[src/rtl/isqrt_iter.sv]
// Iterative restoring integer square root: floor(sqrt(radicand)) and exact remainder,
// BITS_PER_CYC root bits per clock. Optional rounding enabled by defining ISQRT_ROUND_EN.
module isqrt_iter #(
    parameter int unsigned IN_W         = 32,
    parameter int unsigned BITS_PER_CYC = 1,
    localparam int unsigned OUT_W       = IN_W / 2,
    localparam int unsigned ITER        = OUT_W / BITS_PER_CYC
) (
    input  logic             clk,
    input  logic             rst_n,
    input  logic             in_valid,
    output logic             in_ready,
    input  logic [IN_W-1:0]  radicand,
`ifdef ISQRT_ROUND_EN
    input  logic             round_en,
`endif
    input  logic             abort,
    output logic             out_valid,
    input  logic             out_ready,
    output logic [OUT_W-1:0] root,
    output logic [OUT_W:0]   rem,
    output logic             busy
);

    localparam int unsigned RW    = OUT_W + 2;
    localparam int unsigned CNT_W = (ITER > 1) ? $clog2(ITER) : 1;
    localparam logic [CNT_W-1:0] LAST_CNT = CNT_W'(ITER - 1);

    if ((IN_W % 2) != 0 || IN_W < 4) begin : g_bad_in_w
        $error("isqrt_iter: IN_W must be even and at least 4");
    end
    if (!(BITS_PER_CYC == 1 || BITS_PER_CYC == 2 || BITS_PER_CYC == 4) ||
        (OUT_W % BITS_PER_CYC) != 0) begin : g_bad_bpc
        $error("isqrt_iter: BITS_PER_CYC must be 1, 2 or 4 and divide IN_W/2");
    end

    typedef enum logic [1:0] {StIdle, StCalc, StDone} state_e;

    state_e           state_q;
    logic [IN_W-1:0]  rad_q;
    logic [OUT_W-1:0] q_q;
    logic [RW-1:0]    r_q;
    logic [CNT_W-1:0] cnt_q;

    logic [IN_W-1:0]  step_rad;
    logic [OUT_W-1:0] step_q;
    logic [RW-1:0]    step_r;
    logic [RW-1:0]    r_try;
    logic [RW-1:0]    t_try;
    logic [OUT_W-1:0] root_val;

    // Unrolled restoring steps; r stays below 2^OUT_W before each shift, so no bits are lost.
    always_comb begin
        step_rad = rad_q;
        step_q   = q_q;
        step_r   = r_q;
        r_try    = '0;
        t_try    = '0;
        for (int i = 0; i < int'(BITS_PER_CYC); i++) begin
            r_try    = {step_r[RW-3:0], step_rad[IN_W-1 -: 2]};
            t_try    = {step_q, 2'b01};
            step_rad = step_rad << 2;
            if (r_try >= t_try) begin
                step_r = r_try - t_try;
                step_q = {step_q[OUT_W-2:0], 1'b1};
            end else begin
                step_r = r_try;
                step_q = {step_q[OUT_W-2:0], 1'b0};
            end
        end
    end

`ifdef ISQRT_ROUND_EN
    logic rnd_q;
`endif

    always_ff @(posedge clk or negedge rst_n) begin
        if (!rst_n) begin
            state_q <= StIdle;
            rad_q   <= '0;
            q_q     <= '0;
            r_q     <= '0;
            cnt_q   <= '0;
`ifdef ISQRT_ROUND_EN
            rnd_q   <= 1'b0;
`endif
        end else begin
            unique case (state_q)
                StIdle: begin
                    if (in_valid) begin
                        rad_q   <= radicand;
                        q_q     <= '0;
                        r_q     <= '0;
                        cnt_q   <= '0;
`ifdef ISQRT_ROUND_EN
                        rnd_q   <= round_en;
`endif
                        state_q <= StCalc;
                    end
                end
                StCalc: begin
                    if (abort) begin
                        state_q <= StIdle;
                    end else begin
                        rad_q <= step_rad;
                        q_q   <= step_q;
                        r_q   <= step_r;
                        cnt_q <= cnt_q + CNT_W'(1);
                        if (cnt_q == LAST_CNT) state_q <= StDone;
                    end
                end
                StDone: begin
                    if (abort || out_ready) state_q <= StIdle;
                end
                default: state_q <= StIdle;
            endcase
        end
    end

`ifdef ISQRT_ROUND_EN
    // Round up when the remainder exceeds root, saturating at all-ones.
    always_comb begin
        root_val = q_q;
        if (rnd_q && (r_q > {2'b00, q_q}) && (q_q != '1)) root_val = q_q + OUT_W'(1);
    end
`else
    assign root_val = q_q;
`endif

    logic unused_r_msb;
    assign unused_r_msb = r_q[RW-1];

    assign in_ready  = (state_q == StIdle);
    assign busy      = (state_q != StIdle);
    assign out_valid = (state_q == StDone);
    assign root      = out_valid ? root_val : '0;
    assign rem       = out_valid ? r_q[OUT_W:0] : '0;

endmodule

[config.mk]
export PLATFORM = sky130hd
export DESIGN_NAME = isqrt_iter
export DESIGN_NICKNAME = d
export VERILOG_FILES = /design/src/rtl/isqrt_iter.sv
export SDC_FILE = /design/constraint.sdc
export NUM_CORES = 1
export LEC_CHECK = 0
export ABC_AREA = 0
export CAP_MARGIN = 30
export CORE_MARGIN = 3
export CORE_UTILIZATION = 40
export CTS_BUF_LIST = sky130_fd_sc_hd__clkbuf_8
export DETAILED_ROUTE_END_ITERATION = 7
export PLACE_DENSITY = 0.68
export RECOVER_POWER = 50
export SLEW_MARGIN = 20
export SYNTH_ARGS = -nofsm -noshare
export SYNTH_HDL_FRONTEND = slang
export SYNTH_SLANG_ARGS = --single-unit
[constraint.sdc]
create_clock -name clk -period 3.4 [get_ports clk]
set_clock_uncertainty 0.1 [all_clocks]
set_input_delay 0.68 -clock clk [delete_from_list [all_inputs] [get_ports clk]]
set_output_delay 0.68 -clock clk [all_outputs]
set_load 0.03 [all_outputs]
# == Word-level counts from Yosys, hierarchy flattened ==
# Cells that the tools add are included.
# word_totals
ff_bits,71
output_inout_bits,36
input_bits,37
# classes
addsub,2
n_reduce_logical,6
n_eq_ne,7
muxes,21
order_cmp,1
# ops
op,n
$mux W17,4
$mux W32,2
$pmux W32 S2,1
$mux W16,3
$pmux W17 S2,1
$pmux W16 S2,1
$ge A18 B18 Y1,1
$sub A17 B17 Y17,1
$mux W2,4
$mux W4,2
$pmux W4 S2,1
$pmux W2 S3,1
$reduce_and A3 Y1,2
$add A4 B1 Y4 const B,1
$eq A4 B4 Y1 const B,1
$ne A2 B2 Y1 const B,2
$reduce_bool A2 Y1,2
$ne A3 B3 Y1 const B,1
$eq A2 B1 Y1 const B,1
$eq A2 B2 Y1 const B,1
$logic_not A2 Y1,1
$ne A2 B1 Y1 const B,1
$logic_or A1 B1 Y1,1
$mux W1,1

# == Logic depth before layout (Yosys ltp) ==
# Gate-level depths: netlist of the first run.
# logic_depth
depth_word,4
ltp_mapped,11
ltp_nobuf,8

# == Least setup slack after synthesis of the first run ==
# Ideal clock, no wire load.
# synth_path
path_type,flip-flop to output port
from,register state_q[0]
to,output rem[10]
path_buffers,1
arrival_ps,1457
required_ps,2620
path_stages_with_launch,4
path_slack_ps,1163
path_cell_list,dfrtp_1 nor2b_1 clkbuf_1 and2_1
# synth_via
elab_chain_cells,2
# synth_rtl
element,line_no,source
"start, declared",39,state_e state_q;
"start signal, assigned",79,state_q <= StIdle;
"start signal, assigned",98,state_q <= StCalc;
"start signal, assigned",103,state_q <= StIdle;
$eq A2 B2 Y1,135,assign out_valid = (state_q == StDone);
named net out_valid,18,"output logic out_valid,"
$mux W17,137,assign rem = out_valid ? r_q[OUT_W:0] : '0;
"end, declared",21,"output logic [OUT_W:0] rem,"
# The timed path passes the listed nets, and every way through them passes these cells.

# == Final worst setup path of the first run ==
# layout_path
from,input abort
to,register rad_q[29]
# layout_via
elab_chain_cells,2
# layout_rtl
element,line_no,source
"start, declared",17,"input logic abort,"
$ne A2 B2 Y1 (no line),n/a,
$reduce_and A3 Y1 (no line),n/a,
"end signal, assigned",91,rad_q <= radicand;
"end signal, assigned",105,rad_q <= step_rad;
"end, declared",40,logic [IN_W-1:0] rad_q;
# Every way passes these cells.
# A chain may end at the register's enable or synchronous reset.

==> results.md, run 1 <==
- Pins Over Slew Limit: 30
- Register area: 1777 um^2
- Per-cell via count in the routed design: 5.497
- Total wirelength of the detailed-routed design: 11.05 mm
- Met1 wire length: 4.956 mm
- Most area-consuming cells after synthesis: sky130_fd_sc_hd__dfrtp_1 (41%), sky130_fd_sc_hd__nand2_1 (10%), sky130_fd_sc_hd__ha_1 (5.5%)
- Worst skew pair latency: 360 ps
- Length of the first detailed-routing pass in iterations: 5
- Clock Pin Slew Worst Setup and Hold Paths: 90 ps
- Total area of multi-input combinational cells: 2322 um^2
- Average detailed-routed wire length per instance: 15.69 um
- EDFF count, synth: 0
- Post-layout minimum cycle time: 2925 ps
- Detail Route Antenna Nets: 0
- Non-filler instance count after layout: 704
- Share of total power in the clock network: 14.2%
- Number of flip-flops and latches in the synthesized netlist: 71
- Share of final-layout standard cells stronger than drive strength 1: 7.923%
- Hold Fails Final Rpt: 0
- Post-CTS Hold Fix Bufs: 0
- Critical path endpoint category: flop
- Post-CTS sizing: 0
- Total setup buffers inserted after CTS: 0
- Wire length on met3: 588 um
- Overall die area: 12120 um^2
- Syn Area/Cell: 8.649 um^2
- Top metal layer carrying routed signals: met4
- Initial antenna violation count: 0
- Rows: 37
- Post-detail-place hpwl: 7.692 mm
- Worst reg2reg path endpoint: r_q[3]$_DFFE_PN0P_
- Global-route total usage across every layer: 19.03%
- Maximum number of buffers from clock root to sink: 2
- Warnings from Yosys: 0
- Clock tree from TritonCTS: yes
- Switching power as a share of total power: 47.22%
- Post-Layout Inst Area: 5314 um^2
- P per Cell Area: 867.5 nW/um^2
- Root Buffer: sky130_fd_sc_hd__clkbuf_8
- Number of I/O pins: 73
- Post-Place Cells: 688
- Critical path required time: 3530 ps
- Tightest slew margin relative to the limit: -7.562%
- Endpoint of the worst hold-timing path: rad_q[27]$_DFFE_PN0P_
- CP Launch Type: primary input
- Setup_tns: 0 ps
- Reported leakage power: 0.002326 uW
- X dimension of the die: 110.1 um
- Yosys top cell area share: 41.00%
- Number of instances in the synthesized netlist: 501
- Design Power: 4610 uW
- Cell internal power dissipation: 2433 uW
- Fraction of the yosys area taken by sequential cells: 41.00%
- FF-to-FF Start: r_q[12]$_DFFE_PN0P_
- Result of the run: finished with violations
- Register-to-Register Path Depth: 8
- Via count of the first global-routing pass: 3825
- Ranking of synthesized cells by instance count: sky130_fd_sc_hd__nand2_1 (116), sky130_fd_sc_hd__dfrtp_1 (71), sky130_fd_sc_hd__and2_1 (35)
- Period utilization: 86.03%
- Worst IR drop on VDD: 456.9 uV
- Largest net degree at the start of global routing: 62
- Worst setup startpoint: abort
- Register share of total power: 27.2%
- Length of routed met2 wiring: 5.350 mm
- Clock buffer count from CTS: 9
- RSZ-0062 raised after global routing: false
- Critical hold path startpoint: rad_q[27]$_DFFE_PN0P_
- Class of the most critical setup path: in2reg
- Synth async-reset ratio: 100.0%
- Layout overhead on the synthesized area: 22.64%
- Number of nets produced by synthesis: 557
- Worst Max-Slew Pin Slew: 1613 ps
- CTS H-Tree Depth: 3
- Vias post-DR: 3870
- Aggregate global routing overflow: 0
- Portion of total power attributed to combinational logic: 58.5%
- Global placement routability congestion: 0.9231
- Worst-path maximum fanout: 28
- Library cell occupying the most area in the post-synthesis netlist: sky130_fd_sc_hd__dfrtp_1
- Synth Flop Type: sky130_fd_sc_hd__dfrtp_1
- Standard cell area after detailed placement: 5151 um^2
- Global-route wire length before repair: 18.29 mm
- Final setup violation count: 0
- Number of DRC markers in iteration 0: 226
- Post-route DRC violation count: 0
- Count of filler cells inserted in the layout: 997
- Vertical extent of the die: 110.1 um
- Tightest Hold Check Type: reg2reg
- Achievable Freq: 341.9 MHz
- Number of antenna repair diodes: 0
- Synth unique cells: 50
- Switching power: 2177 uW
- Cell area after technology mapping: 4333 um^2
- Maxcap violations: 1
- Cell depth of the worst hold path: 2
- Worst EP arrival: 3060 ps
- Core Box Area: 10420 um^2
- Count leader, synth: sky130_fd_sc_hd__nand2_1
- Violations in the final reports: capacitance limit, slew limit
- Initial Utilization: 41.60%
- Sink count of the clock tree: 71
- Number of buffers inserted by port buffering: 72
- Total Nets Final: 619
- Setup slack on the worst flop-to-flop path: 570 ps
[logic make-up (layout without fill, tap and decap cells)]
| family | after synthesis | in the layout | synth area share [%] |
|---|---|---|---|
| flops | 71 | 71 | 41.00 |
| simple gates | 213 | 213 | 22.99 |
| mux | 2 | 2 | 0.4620 |
| compound gates | 132 | 132 | 21.86 |
| xor+xnor | 13 | 13 | 2.628 |
| fa+ha+maj | 19 | 19 | 5.487 |
| buf+inv | 51 | 118 | 5.573 |
[area by class of cell]
| class | instances | share of cell area (%) |
|---|---|---|
| Inverter | 21 | 1.483 |
| Clock inverter | 6 | 0.9654 |
| Multi-Input combinational cell | 379 | 43.70 |
| Tap cell | 136 | 3.202 |
| Timing Repair Buffer | 81 | 14.62 |
| Sequential cell | 71 | 33.44 |
| Clock buffer | 10 | 2.590 |
[layer usage]
layer,vias up,GRT usage (%)
met5,-,0
met4,0,6.679
met3,12,3.436
met2,110,32.41
met1,1880,24.22
li1,1868,-
[power by group through the flow]
stage	Clock [uW]	Sequential (uW)	Combinational, uW
6_report	657	1250	2700
5_1_grt	702	1290	3030
4_1_cts	671	1250	2690
3_5_place_dp	0	1270	2680
3_3_place_gp	0	1260	2670
2_1_floorplan	0	1200	2240
[cell usage in the layout, fill, tap and decap left out, drive strengths merged, types with 2 or more instances in the layout]
cell type and n:
o31ai 2, o211ai 21, nor2b 3, xnor2 6, and3 2, o31a 2, dfrtp 71, o21ai 32
nand3 5, and2 35, ha 19, a21o 8, mux2i 2, clkbuf 13, clkinv 3, nor4 2
a22oi 28, o2111ai 2, clkdlybuf4s50 70, nand2b 6, buf 7, nand4 6, inv 23, or2 3
or3 7, o21bai 2, a221oi 2, a31o 2, nor3 9, nor2 18, a32o 4, a22o 3
a21oi 18, xor2 7, nand2 117
[worst max path at each step]
stage,end,depth (start not counted)
2_1_floorplan,rem[10],3
3_3_place_gp,r_q[2]$_DFFE_PN0P_,8
3_5_place_dp,r_q[3]$_DFFE_PN0P_,8
4_1_cts,root[1],4
5_1_grt,r_q[13]$_DFFE_PN0P_,2
6_report,rad_q[29]$_DFFE_PN0P_,5
[through the flow]
| step | setup WS (ps) | hold slack, ps | util (%) |
|---|---|---|---|
| after floorplan | 1163 | 284.4 | - |
| after global placement | 637.7 | 359.8 | 49.45 |
| after detailed placement | 611.7 | 363.0 | 49.45 |
| after CTS | 540.7 | 285.2 | 51.27 |
| after global routing | 277.0 | 409.0 | 51.02 |
| final | 475.1 | 377.4 | 51.02 |
[flip-flops by register name, indices dropped and copies added, names as in the netlist]
register / flops
state_q: 2
r_q: 17
rad_q: 32
cnt_q: 4
q_q: 16
[worst max-delay path: stages]
cell and delay (ps):
sky130_fd_sc_hd__dlygate4sd3_1 620, sky130_fd_sc_hd__nor2b_4 60, sky130_fd_sc_hd__nor2_1 1080, sky130_fd_sc_hd__buf_4 470
sky130_fd_sc_hd__o21ai_0 150
Note: power is estimated with default switching activity, not from simulation.
==> inputs of run 2 (changes only) <==
Settings changed: SLEW_MARGIN 20 to 5.
==> results of run 2 <==
The final DEF is identical to that of run 1; final timing and power are the same.
